**src/rtl/riscv_pkg.sv**
```systemverilog
`default_nettype none
// ============================================================================
//  Module    : riscv_pkg
//  Purpose   : Shared types for the ID/EX stage: ALU operation encodings,
//              the EX control bundle and the operand-source select.
//  Revision  : 1.0 - initial release
// ============================================================================
package riscv_pkg;

  localparam int ALU_OP_W = 4;

  typedef enum logic [ALU_OP_W-1:0] {
    ALU_AND = 4'b0000,
    ALU_OR  = 4'b0001,
    ALU_ADD = 4'b0010,
    ALU_SUB = 4'b0011,
    ALU_XOR = 4'b0100,
    ALU_SLL = 4'b0101,
    ALU_SRL = 4'b0110,
    ALU_SRA = 4'b0111,
    ALU_EQ  = 4'b1000,
    ALU_SLT = 4'b1001
  } alu_op_e;

  typedef struct packed {
    logic reg_write;
    logic mem_read;
    logic mem_write;
    logic mem_to_reg;
    logic branch;
    logic alu_src;
  } ex_ctrl_t;

  typedef enum logic [1:0] {
    FWD_RF    = 2'd0,
    FWD_EXMEM = 2'd1,
    FWD_MEMWB = 2'd2
  } fwd_sel_e;

  // rs2 is a real operand unless the immediate replaces it; stores
  // always need rs2 as their write data.
  function automatic logic uses_rs2(input logic alu_src, input logic mem_write);
    return ~alu_src | mem_write;
  endfunction

endpackage
`default_nettype wire

```
**src/rtl/forward_unit.sv**
```systemverilog
`default_nettype none
// ============================================================================
//  Module    : forward_unit
//  Purpose   : Finds which in-flight producer (if any) writes a given source
//              register. The "exmem" producer is the younger one and wins
//              when both match. x0 is never reported as produced.
//  Ports     : rs               in  source register index
//              exmem_reg_write  in  younger producer write enable
//              exmem_rd         in  younger producer destination
//              memwb_reg_write  in  older producer write enable
//              memwb_rd         in  older producer destination
//              sel              out FWD_EXMEM / FWD_MEMWB / FWD_RF
//  Revision  : 1.0 - initial release
// ============================================================================
module forward_unit
  import riscv_pkg::*;
#(
  parameter int REG_ADDR_W = 5
) (
  input  logic [REG_ADDR_W-1:0] rs,
  input  logic                  exmem_reg_write,
  input  logic [REG_ADDR_W-1:0] exmem_rd,
  input  logic                  memwb_reg_write,
  input  logic [REG_ADDR_W-1:0] memwb_rd,
  output fwd_sel_e              sel
);

  logic w_exmem_hit;
  logic w_memwb_hit;

  assign w_exmem_hit = exmem_reg_write & (exmem_rd != '0) & (exmem_rd == rs);
  assign w_memwb_hit = memwb_reg_write & (memwb_rd != '0) & (memwb_rd == rs);

  always_comb begin
    sel = FWD_RF;
    if (w_exmem_hit) begin
      sel = FWD_EXMEM;
    end else if (w_memwb_hit) begin
      sel = FWD_MEMWB;
    end
  end

endmodule
`default_nettype wire

```
**src/rtl/id_ex_stage.sv**
```systemverilog
`default_nettype none
// ============================================================================
//  Module    : id_ex_stage
//  Purpose   : ID/EX pipeline register with operand forwarding and hazard
//              stall generation, feeding the ALU.
//  Config    : ID_EX_FWD_EN defined   -> EX/MEM and MEM/WB forwarding into
//                                        SrcA/SrcB/ex_store_data; only
//                                        load-use hazards stall.
//              ID_EX_FWD_EN undefined -> operands come straight from the
//                                        EX register; any RAW against EX or
//                                        EX/MEM stalls.
//  Ports     : clk, reset (sync, active-high)
//              id_*            decoded instruction from ID
//              flush           kill the instruction entering EX
//              exmem_*/memwb_* downstream writers (forwarding/hazards)
//              stall           hold PC and IF/ID (combinational)
//              SrcA/SrcB       ALU operands, Operation registered ALU op
//              ex_store_data   forwarded rs2 for stores
//              ex_*            registered EX fields
//  Revision  : 1.0 - initial release
// ============================================================================
module id_ex_stage
  import riscv_pkg::*;
#(
  parameter int DATA_WIDTH    = 32,
  parameter int OPCODE_LENGTH = 4,
  parameter int REG_ADDR_W    = 5
) (
  input  logic                     clk,
  input  logic                     reset,
  input  logic                     id_valid,
  input  logic [DATA_WIDTH-1:0]    id_pc,
  input  logic [DATA_WIDTH-1:0]    id_rs1_data,
  input  logic [DATA_WIDTH-1:0]    id_rs2_data,
  input  logic [DATA_WIDTH-1:0]    id_imm,
  input  logic [REG_ADDR_W-1:0]    id_rs1,
  input  logic [REG_ADDR_W-1:0]    id_rs2,
  input  logic [REG_ADDR_W-1:0]    id_rd,
  input  logic [OPCODE_LENGTH-1:0] id_alu_op,
  input  logic                     id_alu_src,
  input  logic                     id_reg_write,
  input  logic                     id_mem_read,
  input  logic                     id_mem_write,
  input  logic                     id_mem_to_reg,
  input  logic                     id_branch,
  input  logic                     flush,
  input  logic                     exmem_reg_write,
  input  logic [REG_ADDR_W-1:0]    exmem_rd,
  input  logic [DATA_WIDTH-1:0]    exmem_result,
  input  logic                     memwb_reg_write,
  input  logic [REG_ADDR_W-1:0]    memwb_rd,
  input  logic [DATA_WIDTH-1:0]    memwb_result,
  output logic                     stall,
  output logic [DATA_WIDTH-1:0]    SrcA,
  output logic [DATA_WIDTH-1:0]    SrcB,
  output logic [OPCODE_LENGTH-1:0] Operation,
  output logic [DATA_WIDTH-1:0]    ex_store_data,
  output logic                     ex_valid,
  output logic [DATA_WIDTH-1:0]    ex_pc,
  output logic [DATA_WIDTH-1:0]    ex_imm,
  output logic [REG_ADDR_W-1:0]    ex_rd,
  output logic                     ex_reg_write,
  output logic                     ex_mem_read,
  output logic                     ex_mem_write,
  output logic                     ex_mem_to_reg,
  output logic                     ex_branch
);

  // --------------------------------------------------------------------------
  // EX state
  // --------------------------------------------------------------------------
  logic                     r_valid;
  logic [DATA_WIDTH-1:0]    r_pc;
  logic [DATA_WIDTH-1:0]    r_rs1_data;
  logic [DATA_WIDTH-1:0]    r_rs2_data;
  logic [DATA_WIDTH-1:0]    r_imm;
  logic [REG_ADDR_W-1:0]    r_rs1;
  logic [REG_ADDR_W-1:0]    r_rs2;
  logic [REG_ADDR_W-1:0]    r_rd;
  logic [OPCODE_LENGTH-1:0] r_op;
  ex_ctrl_t                 r_ctrl;

  ex_ctrl_t                 w_id_ctrl;
  logic                     w_uses_rs2;
  logic                     w_hazard;
  logic [DATA_WIDTH-1:0]    w_fwd_a;
  logic [DATA_WIDTH-1:0]    w_fwd_b;
  fwd_sel_e                 w_sel_a;
  fwd_sel_e                 w_sel_b;

  // An invalid ID slot must not carry side effects into EX.
  always_comb begin
    w_id_ctrl = '0;
    if (id_valid) begin
      w_id_ctrl.reg_write  = id_reg_write;
      w_id_ctrl.mem_read   = id_mem_read;
      w_id_ctrl.mem_write  = id_mem_write;
      w_id_ctrl.mem_to_reg = id_mem_to_reg;
      w_id_ctrl.branch     = id_branch;
      w_id_ctrl.alu_src    = id_alu_src;
    end
  end

  assign w_uses_rs2 = uses_rs2(id_alu_src, id_mem_write);

`ifdef ID_EX_FWD_EN
  // --------------------------------------------------------------------------
  // Forwarding: operand selection for the instruction currently in EX.
  // --------------------------------------------------------------------------
  forward_unit #(.REG_ADDR_W(REG_ADDR_W)) u_fwd_a (
    .rs              (r_rs1),
    .exmem_reg_write (exmem_reg_write),
    .exmem_rd        (exmem_rd),
    .memwb_reg_write (memwb_reg_write),
    .memwb_rd        (memwb_rd),
    .sel             (w_sel_a)
  );

  forward_unit #(.REG_ADDR_W(REG_ADDR_W)) u_fwd_b (
    .rs              (r_rs2),
    .exmem_reg_write (exmem_reg_write),
    .exmem_rd        (exmem_rd),
    .memwb_reg_write (memwb_reg_write),
    .memwb_rd        (memwb_rd),
    .sel             (w_sel_b)
  );

  always_comb begin
    w_fwd_a = r_rs1_data;
    case (w_sel_a)
      FWD_EXMEM: w_fwd_a = exmem_result;
      FWD_MEMWB: w_fwd_a = memwb_result;
      default:   w_fwd_a = r_rs1_data;
    endcase
  end

  always_comb begin
    w_fwd_b = r_rs2_data;
    case (w_sel_b)
      FWD_EXMEM: w_fwd_b = exmem_result;
      FWD_MEMWB: w_fwd_b = memwb_result;
      default:   w_fwd_b = r_rs2_data;
    endcase
  end

  // Only a load in EX cannot be forwarded in time: its data appears in MEM.
  assign w_hazard = id_valid & r_valid & r_ctrl.mem_read & (r_rd != '0) &
                    ((r_rd == id_rs1) | (w_uses_rs2 & (r_rd == id_rs2)));
`else
  // --------------------------------------------------------------------------
  // No forwarding: the ID sources are checked against the two producers that
  // have not yet written the register file (EX, then EX/MEM). The forward
  // unit's priority lookup doubles as a "is this register pending" test.
  // --------------------------------------------------------------------------
  logic w_ex_writes;
  logic w_unused_fwd_inputs;

  assign w_ex_writes = r_valid & r_ctrl.reg_write;

  forward_unit #(.REG_ADDR_W(REG_ADDR_W)) u_haz_a (
    .rs              (id_rs1),
    .exmem_reg_write (w_ex_writes),
    .exmem_rd        (r_rd),
    .memwb_reg_write (exmem_reg_write),
    .memwb_rd        (exmem_rd),
    .sel             (w_sel_a)
  );

  forward_unit #(.REG_ADDR_W(REG_ADDR_W)) u_haz_b (
    .rs              (id_rs2),
    .exmem_reg_write (w_ex_writes),
    .exmem_rd        (r_rd),
    .memwb_reg_write (exmem_reg_write),
    .memwb_rd        (exmem_rd),
    .sel             (w_sel_b)
  );

  assign w_fwd_a  = r_rs1_data;
  assign w_fwd_b  = r_rs2_data;
  assign w_hazard = id_valid &
                    ((w_sel_a != FWD_RF) | (w_uses_rs2 & (w_sel_b != FWD_RF)));

  // Forwarding-only inputs and EX source indices have no consumer here.
  assign w_unused_fwd_inputs = ^{memwb_reg_write, memwb_rd, memwb_result,
                                 exmem_result, r_rs1, r_rs2};
`endif

  // A flushed instruction is discarded anyway, so holding it gains nothing.
  assign stall = w_hazard & ~flush;

  // --------------------------------------------------------------------------
  // Pipeline register: reset > flush > stall > load. All three non-load
  // cases insert the same all-zero bubble.
  // --------------------------------------------------------------------------
  always_ff @(posedge clk) begin
    if (reset || flush || stall) begin
      r_valid    <= 1'b0;
      r_pc       <= '0;
      r_rs1_data <= '0;
      r_rs2_data <= '0;
      r_imm      <= '0;
      r_rs1      <= '0;
      r_rs2      <= '0;
      r_rd       <= '0;
      r_op       <= '0;
      r_ctrl     <= '0;
    end else begin
      r_valid    <= id_valid;
      r_pc       <= id_pc;
      r_rs1_data <= id_rs1_data;
      r_rs2_data <= id_rs2_data;
      r_imm      <= id_imm;
      r_rs1      <= id_rs1;
      r_rs2      <= id_rs2;
      r_rd       <= id_rd;
      r_op       <= id_alu_op;
      r_ctrl     <= w_id_ctrl;
    end
  end

  // --------------------------------------------------------------------------
  // Outputs
  // --------------------------------------------------------------------------
  assign SrcA          = w_fwd_a;
  assign SrcB          = r_ctrl.alu_src ? r_imm : w_fwd_b;
  assign ex_store_data = w_fwd_b;
  assign Operation     = r_op;
  assign ex_valid      = r_valid;
  assign ex_pc         = r_pc;
  assign ex_imm        = r_imm;
  assign ex_rd         = r_rd;
  assign ex_reg_write  = r_ctrl.reg_write;
  assign ex_mem_read   = r_ctrl.mem_read;
  assign ex_mem_write  = r_ctrl.mem_write;
  assign ex_mem_to_reg = r_ctrl.mem_to_reg;
  assign ex_branch     = r_ctrl.branch;

endmodule
`default_nettype wire

```
**config.mk**
```make
export PLATFORM = sky130hd
export DESIGN_NAME = id_ex_stage
export DESIGN_NICKNAME = d
export VERILOG_FILES = /design/src/rtl/riscv_pkg.sv /design/src/rtl/forward_unit.sv /design/src/rtl/id_ex_stage.sv
export SDC_FILE = /design/constraint.sdc
export NUM_CORES = 1
export LEC_CHECK = 0
export BUFFER_PORTS_ARGS = -buffer_cell sky130_fd_sc_hd__buf_2
export CORE_AREA = 2 2 157 159
export CTS_BUF_LIST = sky130_fd_sc_hd__clkbuf_8
export CTS_CLUSTER_SIZE = 12
export DETAILED_ROUTE_END_ITERATION = 10
export DIE_AREA = 0 0 159 161
export GPL_ROUTABILITY_DRIVEN = 0
export HOLD_SLACK_MARGIN = 0.12
export PLACE_DENSITY_LB_ADDON = 0.15
export SYNTH_ARGS = -nofsm -noshare
export SYNTH_HDL_FRONTEND = slang
export SYNTH_HIERARCHICAL = 1
export SYNTH_SLANG_ARGS = --single-unit
```
**constraint.sdc**
```tcl
create_clock -name clk -period 2.1 [get_ports clk]
set_input_delay 0.315 -clock clk [delete_from_list [all_inputs] [get_ports clk]]
set_output_delay 0.315 -clock clk [all_outputs]
set_load 0.05 [all_outputs]
```
==> results of run 1 <==
[final cells by class]
type	instances	area, sq um	area share [%]
Timing Repair Buffer	499	3360	35.3
Sequential cell	144	2910	30.6
Multi-Input combinational cell	224	1890	19.9
Inverter	137	514	5.41
Tap cell	324	405	4.26
Clock buffer	18	248	2.60
Clock inverter	14	189	1.99
[worst paths after layout]
check,from,to,slack [ns],cells past startpoint
hold / removal,id_branch,ex_branch,0.16,2
setup / recovery,ex_rd[1],stall,-0.21,7
hold reg to reg,ex_rd[4],ex_pc[14],1.15,6
setup reg to reg,ex_rd[1],SrcA[4],0.09,8
[routing by layer]
| layer | global-route usage (%) | vias up | part of all wire [%] |
|---|---|---|---|
| met5 | 0 | - | 0 |
| met4 | 5.41 | 0 | 1.9 |
| met3 | 5.73 | 24 | 8.3 |
| met2 | 26.2 | 226 | 47 |
| met1 | 17.2 | 2485 | 43 |
| li1 | - | 2797 | - |
[power groups by stage]
stage	Sequential (mW)	Clock, mW	Combinational (mW)
floorplan	3.33	0	0.411
global placement	2.95	0	1.17
detailed placement	2.95	0	1.17
CTS	2.89	2.59	1.38
global route	2.90	2.69	1.47
finish	2.88	2.48	1.38
[critical path, stage by stage, from the launching register on]
cell	delay (ns)
dfxtp_4	0.38
o41ai_4	0.35
a211oi_2	0.14
nor3_2	0.14
nor2_2	0.07
o21ai_4	0.17
and2_4	0.16
buf_8	0.14
[cell usage in the layout (no fill, tap or decap), drive strengths merged]
| cell | netlist | routed |
|---|---|---|
| buf | 39 | 357 |
| dfxtp | 144 | 144 |
| dlygate4sd3 | 0 | 142 |
| inv | 137 | 142 |
| a211oi | 139 | 139 |
| mux2 | 32 | 32 |
| clkbuf | 13 | 18 |
| xnor2 | 10 | 10 |
| xor2 | 6 | 6 |
| nor3 | 6 | 6 |
| nor4bb | 5 | 5 |
| bufinv | 0 | 4 |
| nand2 | 4 | 4 |
| nand3 | 4 | 4 |
| nor2 | 4 | 4 |
| clkinv | 0 | 3 |
| clkinvlp | 0 | 2 |
| nor4 | 2 | 2 |
| a21oi | 2 | 2 |
| nor2b | 2 | 2 |
| and2 | 2 | 2 |
| o41ai | 2 | 2 |
| o21ai | 1 | 1 |
| or2 | 1 | 1 |
| nor3b | 1 | 1 |
| and4bb | 1 | 1 |
[cell families (layout without fill, tap and decap cells)]
logic type,Yosys count,count (layout)
AOI/OAI and AO/OA,144,144
and+or+nand+nor,32,32
buffers and inverters,189,668
xor gates and xnor gates,16,16
DFF,144,144
muxes,32,32
[per-stage QoR]
stage | std cells | cell area, sq um | util (%) | power (mW) | TNS [ns]
2_1_floorplan | 557 | 5620 | - | 3.74 | -0.00705
3_3_place_gp | 1186 | 7590 | 31.7 | 4.11 | -0.555
3_5_place_dp | 1186 | 7590 | 31.7 | 4.11 | -0.548
4_1_cts | 1359 | 9460 | 39.5 | 6.86 | -0.271
5_1_grt | 1360 | 9510 | 39.7 | 7.06 | -2.41
6_report | 1360 | 9510 | 39.7 | 6.75 | -0.209
[what timing repair did]
action | in CTS | in global routing
setup endpoints to repair | 1 | 75
gates resized for setup | 4 | 10
pin swaps | 2 | 0
hold endpoints to repair | 141 | 1
hold buffers | 141 | 1
==> impl_metrics.toml, run 1 <==
[routing]
drt-wirelength-per-cell_um = 14.4
ant_nets = 0
drtPass1Iterations = 4
vias = 5532
drt_iter0_markers = 101
drt_wl_total_mm = 19.6
drc_errors = 0
viasPerCell = 4.07

[global_route]
grt_pass1_vias = 5958
grt_usage_pct = 15.2
grt_max_degree = 91
grt_pass1_wl_mm = 31.0
grt_overflow = 0
antenna_found_initial = 0

[synthesis]
synth.top_cells.by_area = "dfxtp_1, a211oi_1, inv_1, mux2_2, buf_6"
syn_area_sq_mm = 0.00558
synthAdderAreaFrac_pct = 0
yosys.area_share.xor_xnor_pct = 2.51
synth_mux_area_share_pct = 6.46
ys.flop_type = "dfxtp_1"
synth_commonest_cells = "dfxtp_1, a211oi_1, inv_1"
synth_cells = 557
avgSynthCellArea_sq_um = 10.0
syn_nets = 790
synth_seq_cells = 144
synth_compound_area_share_pct = 19.8
yosysUniqueCellTypes = 29
synth_seq_area_share_pct = 51.7
synth_edf_count = 0
synth-simple-area-share_pct = 3.70
synth.most_common_cell = "dfxtp_1"
async_reset_ff_share_pct = 0
yosysTopAreaCell = "dfxtp_1"
synth_top_family_by_area = "compound AO/OA/AOI/OAI gates"
synth_top_cell_area_share_pct = 51.7
yosysWarnings = 6

[clocking]
htreeDepth = 4
cts_root_buf = "clkbuf_8"
clkSinkCount = 144
clk_latency_ns = 0.46
numCtsBuffers = 17
cts_tree = "yes"
clk_path_buf_depth = 2
cts_setup_buffers = 0
clk_pin_slew_ns = 0.09

[power_and_ir_drop]
switching_share_pct = 30.6
power.leakage_nw = 4.80
p_sw_mw = 2.07
powerDensity_mw_per_mm2 = 709
vdd_drop_max_uv = 418
p_seq_share_pct = 42.7
p_comb_share_pct = 20.5
p_int_mw = 4.68
p_clk_share_pct = 36.8

[setup_path]
crit_path_start_kind = "register"
criticalPathCategory = "reg2out"
required_ns = 1.78
worstPathArrival_ns = 1.99
critPathCaptureType = "primary output"
cp_max_fo = 5

[final_layout]
nets = 1256
drive_above_1_share_pct = 43.1
fill_cells = 2423
antenna_cells = 0
syn_to_final_growth_pct = 70.6

[place]
hpwl_mm = 13.3
dp_slack_ns = -0.0306
port_buffers = 338

[run_status]
violations = "setup timing"
status = "finished, violations left"

[die]
ioPinCount = 409
die_h_um = 161
row_count = 57
core_area_sq_mm = 0.0240
dieArea_sq_mm = 0.0256
initial_utilization_pct = 23.3
die_x_um = 159

[sta]
drv_slew = 0
rsz0062_at_grt = "true"
setup_slack_ns = -0.209
fin_crit_sh_pct = 110
min_period_ns = 2.31
slew_headroom_pct = 56.3
hold-worst-slack_ns = 0.160
skew_ns = 0.0156
finalHoldViolations = 0
tightest_slew_ns = 0.655
setup_viol = 1
max_freq_mhz = 433

[min_path]
hold_class = "in2reg"

[job]
cap_violations = 0
Note: power is estimated with default switching activity, not from simulation.
==> inputs of run 2 (changes only) <==
Settings changed: CORE_AREA 2 2 157 159 to 2 2 158 160, DIE_AREA 0 0 159 161 to 0 0 160 162.
Clock period 2.1 ns to 2.6 ns, I/O delays scaled along.
==> run 2 against run 1 <==
  * The run now ends clean
  * Worst setup slack gained 0.33 ns
  * Hold slack improved by 0.0045 ns
  * Critical path depth did not move
==> impl_metrics.toml, run 2 (same netlist as run 1, synthesis figures left out) <==
[setup_path]
critPathTopFamily = "compound AO/OA/AOI/OAI gates"
path_cells = "o41ai_2 > a211oi_2 > nor3_2 > nor2_1 > o21ai_4 > and2_2 > buf_4"
r2r_start = "ex_rd[1]"
max_stage_delay_ns = 0.37
path_buf_inv = 1
critPathCaptureType = "primary output"
required_ns = 2.21
critPathLaunch = "ex_rd[1]"
cp_slowest_cell = "dfxtp_2"
criticalPathCategory = "reg2out"
worstPathArrival_ns = 2.08
crit_path_start_kind = "register"
cp_max_fo = 5

[routing]
drt_wl_total_mm = 18.9
viasPerCell = 4.06
vias = 5310
drtPass1Iterations = 4
drc_errors = 0
ant_nets = 0
drt-wirelength-per-cell_um = 14.5
drt_iter0_markers = 149

[sta]
tightest_slew_ns = 0.523
max_freq_mhz = 404
fin_crit_sh_pct = 95.1
slew_headroom_pct = 65.1
tns_ns = 0
drv_slew = 0
rsz0062_at_grt = "false"
setup_viol = 0
finalHoldViolations = 0
min_period_ns = 2.47
skew_ns = 0.0141

[place]
placed_area_sq_mm = 0.00750
hpwl_mm = 13.0
port_buffers = 338

[die]
die_h_um = 162
initial_utilization_pct = 23.1
core_area_sq_mm = 0.0241
ioPinCount = 409
row_count = 57
die_x_um = 160
dieArea_sq_mm = 0.0259

[clocking]
clk_pin_slew_ns = 0.09
cts_tree = "yes"
cts_root_buf = "clkbuf_8"
numCtsBuffers = 17
clk_path_buf_depth = 2
htreeDepth = 4
clkSinkCount = 144
clk_latency_ns = 0.44

[global_route]
grt_max_degree = 73
grt_pass1_vias = 5383
antenna_found_initial = 1
grt_overflow = 0
grt_pass1_wl_mm = 29.4
grt_usage_pct = 14.3

[min_path]
worstHoldStart = "id_rs2_data[10]"
hold_class = "in2reg"

[power_and_ir_drop]
power.leakage_nw = 4.53
powerDensity_mw_per_mm2 = 589
vdd_drop_max_uv = 279

[final_layout]
final_cell_mix = "buf_2, dfxtp_1, inv_1"
final_area_sq_mm = 0.00886
multiInputGateArea_sq_mm = 0.00183
drive_above_1_share_pct = 43.6
antenna_cells = 0
seq_area_sq_mm = 0.00289
fill_cells = 2551
nets = 1203
final_common_cell = "buf_2"
syn_to_final_growth_pct = 58.8

[run_status]
status = "complete, no violations"

[job]
cap_violations = 0
[run 2: worst paths after layout]
kind	to	slack, ns	cells after the start
setup reg to reg	ex_branch	0.44	8
hold reg to reg	ex_pc[11]	1.25	8
setup / recovery	stall	0.13	7
hold / removal	ex_store_data[10]	0.16	3
[run 2: final cells by class]
| cell class | instances | area share [%] |
|---|---|---|
| Clock buffer | 18 | 2.80 |
| Clock inverter | 14 | 1.75 |
| Inverter | 137 | 5.80 |
| Multi-Input combinational cell | 224 | 20.7 |
| Sequential cell | 144 | 32.6 |
| Tap cell | 324 | 4.58 |
| Timing Repair Buffer | 446 | 31.8 |
[run 2: where the power goes]
part	internal [mW]	total, mW	leakage (nW)	switching (mW)
clock network	0.893	1.84	0.194	0.948
logic	0.366	1.04	3.15	0.678
registers	2.29	2.34	1.18	0.0410
total	3.55	5.22	4.53	1.67
[run 2: timing repair]
item,CTS,global route
hold buffers,95,0
endpoints found under the hold margin,95,0
endpoints found under the setup margin,1,0
setup buffers,1,0
resized for setup,1,0
[run 2: routing by layer]
layer	vias to the layer above	GRT usage (%)	share of wire [%]
met3	8	5.26	8.4
met4	0	4.01	0.82
met1	2411	17.0	43
li1	2683	-	-
met2	208	24.3	48
met5	-	0	0
[run 2: worst reg2reg max path, delay by kind of cell (launching register included)]
| family | cells | cell delay [ns] |
|---|---|---|
| compound gates | 3 | 0.67 |
| buf+inv | 2 | 0.44 |
| flops | 1 | 0.37 |
| simple gates | 3 | 0.58 |
[run 2: metrics by stage]
stage / power, mW / setup WS, ns / util, % / hold slack (ns) / std cells
detailed placement: 3.32 / 0.343 / 31.1 / 0.607 / 1179
finish: 5.22 / 0.126 / 36.8 / 0.165 / 1307
global placement: 3.32 / 0.325 / 31.1 / 0.608 / 1179
floorplan: 3.03 / 0.0867 / - / 0.466 / 557
global route: 5.50 / 0.00277 / 36.8 / 0.131 / 1307
CTS: 5.33 / 0.0645 / 36.8 / 0.120 / 1307
==> inputs of run 3 (changes only) <==
Settings changed: CELL_PAD_IN_SITES_DETAIL_PLACEMENT set to 0, CELL_PAD_IN_SITES_GLOBAL_PLACEMENT set to 1, CORE_AREA 2 2 158 160 to 2 2 160 162, DIE_AREA 0 0 160 162 to 0 0 162 164, MAX_ROUTING_LAYER set to met4.
==> run 3 against run 2 <==
  * Register-to-register slack hardly changed
  * Count of clock-buffer cells in the layout down 1
  * Cell count is essentially flat
  * Worst setup slack better by 0.014 ns
  * Global-route usage decreased by 0.11 points
  * Total power is 4.0% higher
  * Largest cell class unchanged
==> impl_metrics.toml, run 3 (same netlist as run 1, synthesis figures left out) <==
[run_status]
status = "complete, no violations"

[place]
placed_area_sq_mm = 0.00748
port_buffers = 338
dp_slack_ns = 0.320
dp_cells = 1183
hpwl_mm = 13.1

[sta]
finalHoldViolations = 0
slew_headroom_pct = 52.0
rsz0062_at_grt = "false"
setup_viol = 0
hold-worst-slack_ns = 0.161
max_freq_mhz = 407
tns_ns = 0
min_period_ns = 2.46
setup_slack_ns = 0.141
drv_slew = 0
tightest_slew_ns = 0.720
skew_ns = 0.0130
fin_crit_sh_pct = 94.6

[final_layout]
final_area_sq_mm = 0.00887
final_common_cell = "buf_2"
nets = 1197
final_cell_mix = "buf_2, dfxtp_1, inv_1, a211oi_1, dlygate4sd3_1"
drive_above_1_share_pct = 43.9
syn_to_final_growth_pct = 59.0
post-route-util_pct = 35.7
final_cells = 1306

[setup_path]
criticalPathCategory = "reg2out"
worstPathArrival_ns = 2.07
r2r_start = "ex_rd[1]"
rrSetupSlack_ns = 0.43
required_ns = 2.21
cp_max_fo = 5
critPathCaptureType = "primary output"
worstReg2RegEnd = "ex_branch"
r2r_cells = 8
crit_path_start_kind = "register"

[global_route]
met2_usage_pct = 23.2
grt_pass1_wl_mm = 28.4
grt_usage_pct = 14.2
grt_busiest_layer = "met2"
gr-usage-met3_pct = 4.65
grt_max_degree = 88
antenna_found_initial = 1
grt_overflow = 0
grt_pass1_vias = 5321
grt.met1_usage_pct = 16.7

[min_path]
hold_depth = 3
worstHoldStart = "id_pc[15]"
hold_class = "in2reg"
min_to = "ex_pc[15]"

[die]
dieArea_sq_mm = 0.0266
row_count = 58
initial_utilization_pct = 22.5
die_h_um = 164
core_area_sq_mm = 0.0248
die_x_um = 162
ioPinCount = 409

[job]
cap_violations = 0

[power_and_ir_drop]
finalPower_mw = 5.43
vdd_drop_max_uv = 299
powerDensity_mw_per_mm2 = 613
power.leakage_nw = 4.53

[clocking]
cts_tree = "yes"
cts_root_buf = "clkbuf_8"
htreeDepth = 4
clkSinkCount = 144
clk_pin_slew_ns = 0.09
clk_path_buf_depth = 2
clk_latency_ns = 0.44
numCtsBuffers = 17

[routing]
drtPass1Iterations = 4
drt-wirelength-per-cell_um = 14.6
drt_iter0_markers = 147
viasPerCell = 4.05
drt_wl_total_mm = 19.1
ant_nets = 0
drc_errors = 0
vias = 5295
==> run 3: cell count changes in the layout (fill, tap and decap cells not counted), moves of 2 or more <==
cell / change
inv_6: -2
dlygate4sd3_1: -5
bufinv_16: +3
dfxtp_4: +3
clkinvlp_4: -2
dfxtp_2: -3
clkinv_2: +2
==> run 3: how the worst max path moves through the flow <==
stage / endpoint / cells after the start / startpoint / slack (ns)
detailed placement: stall / 9 / id_rs2[0] / 0.32
global placement: stall / 9 / id_rs2[0] / 0.34
CTS: stall / 7 / ex_rd[1] / 0.03
global route: stall / 7 / ex_rd[1] / 0.01
floorplan: stall / 9 / ex_reg_write / 0.09
finish: stall / 7 / ex_rd[1] / 0.14
==> run 3: per-layer routing <==
| metal | up-vias | wire length [um] |
|---|---|---|
| met5 | - | 0 |
| met4 | 0 | 278 |
| met3 | 17 | 1540 |
| met2 | 216 | 8780 |
| met1 | 2384 | 8460 |
| li1 | 2678 | - |
==> run 3: final cells by class <==
cell class | count | area, sq um
Multi-Input combinational cell | 224 | 1840
Inverter | 137 | 514
Sequential cell | 144 | 2900
Clock inverter | 13 | 210
Clock buffer | 17 | 234
Antenna cell | 1 | 2.50
Timing Repair Buffer | 440 | 2750
Fill cell | 2624 | 16000
Tap cell | 330 | 413
==> run 3: timing repair <==
action,4_1_cts,5_1_grt
pin swaps,1,1
hold buffers,90,0
setup endpoints to repair,1,1
gates resized for setup,1,6
buffers inserted,1,1
endpoints found under the hold margin,90,0
==> run 3: critical path, stage by stage, from the launching register on <==
cell      delay [ns]
dfxtp_4         0.39
o41ai_4         0.36
a211oi_2        0.14
nor3_2          0.18
nor2_1          0.09
o21ai_4         0.17
and2_2          0.16
buf_6           0.15
==> run 3: power breakdown <==
part           internal [mW]  switching, mW
combinational          0.360          0.679
sequential              2.29         0.0383
clock                   1.14          0.922
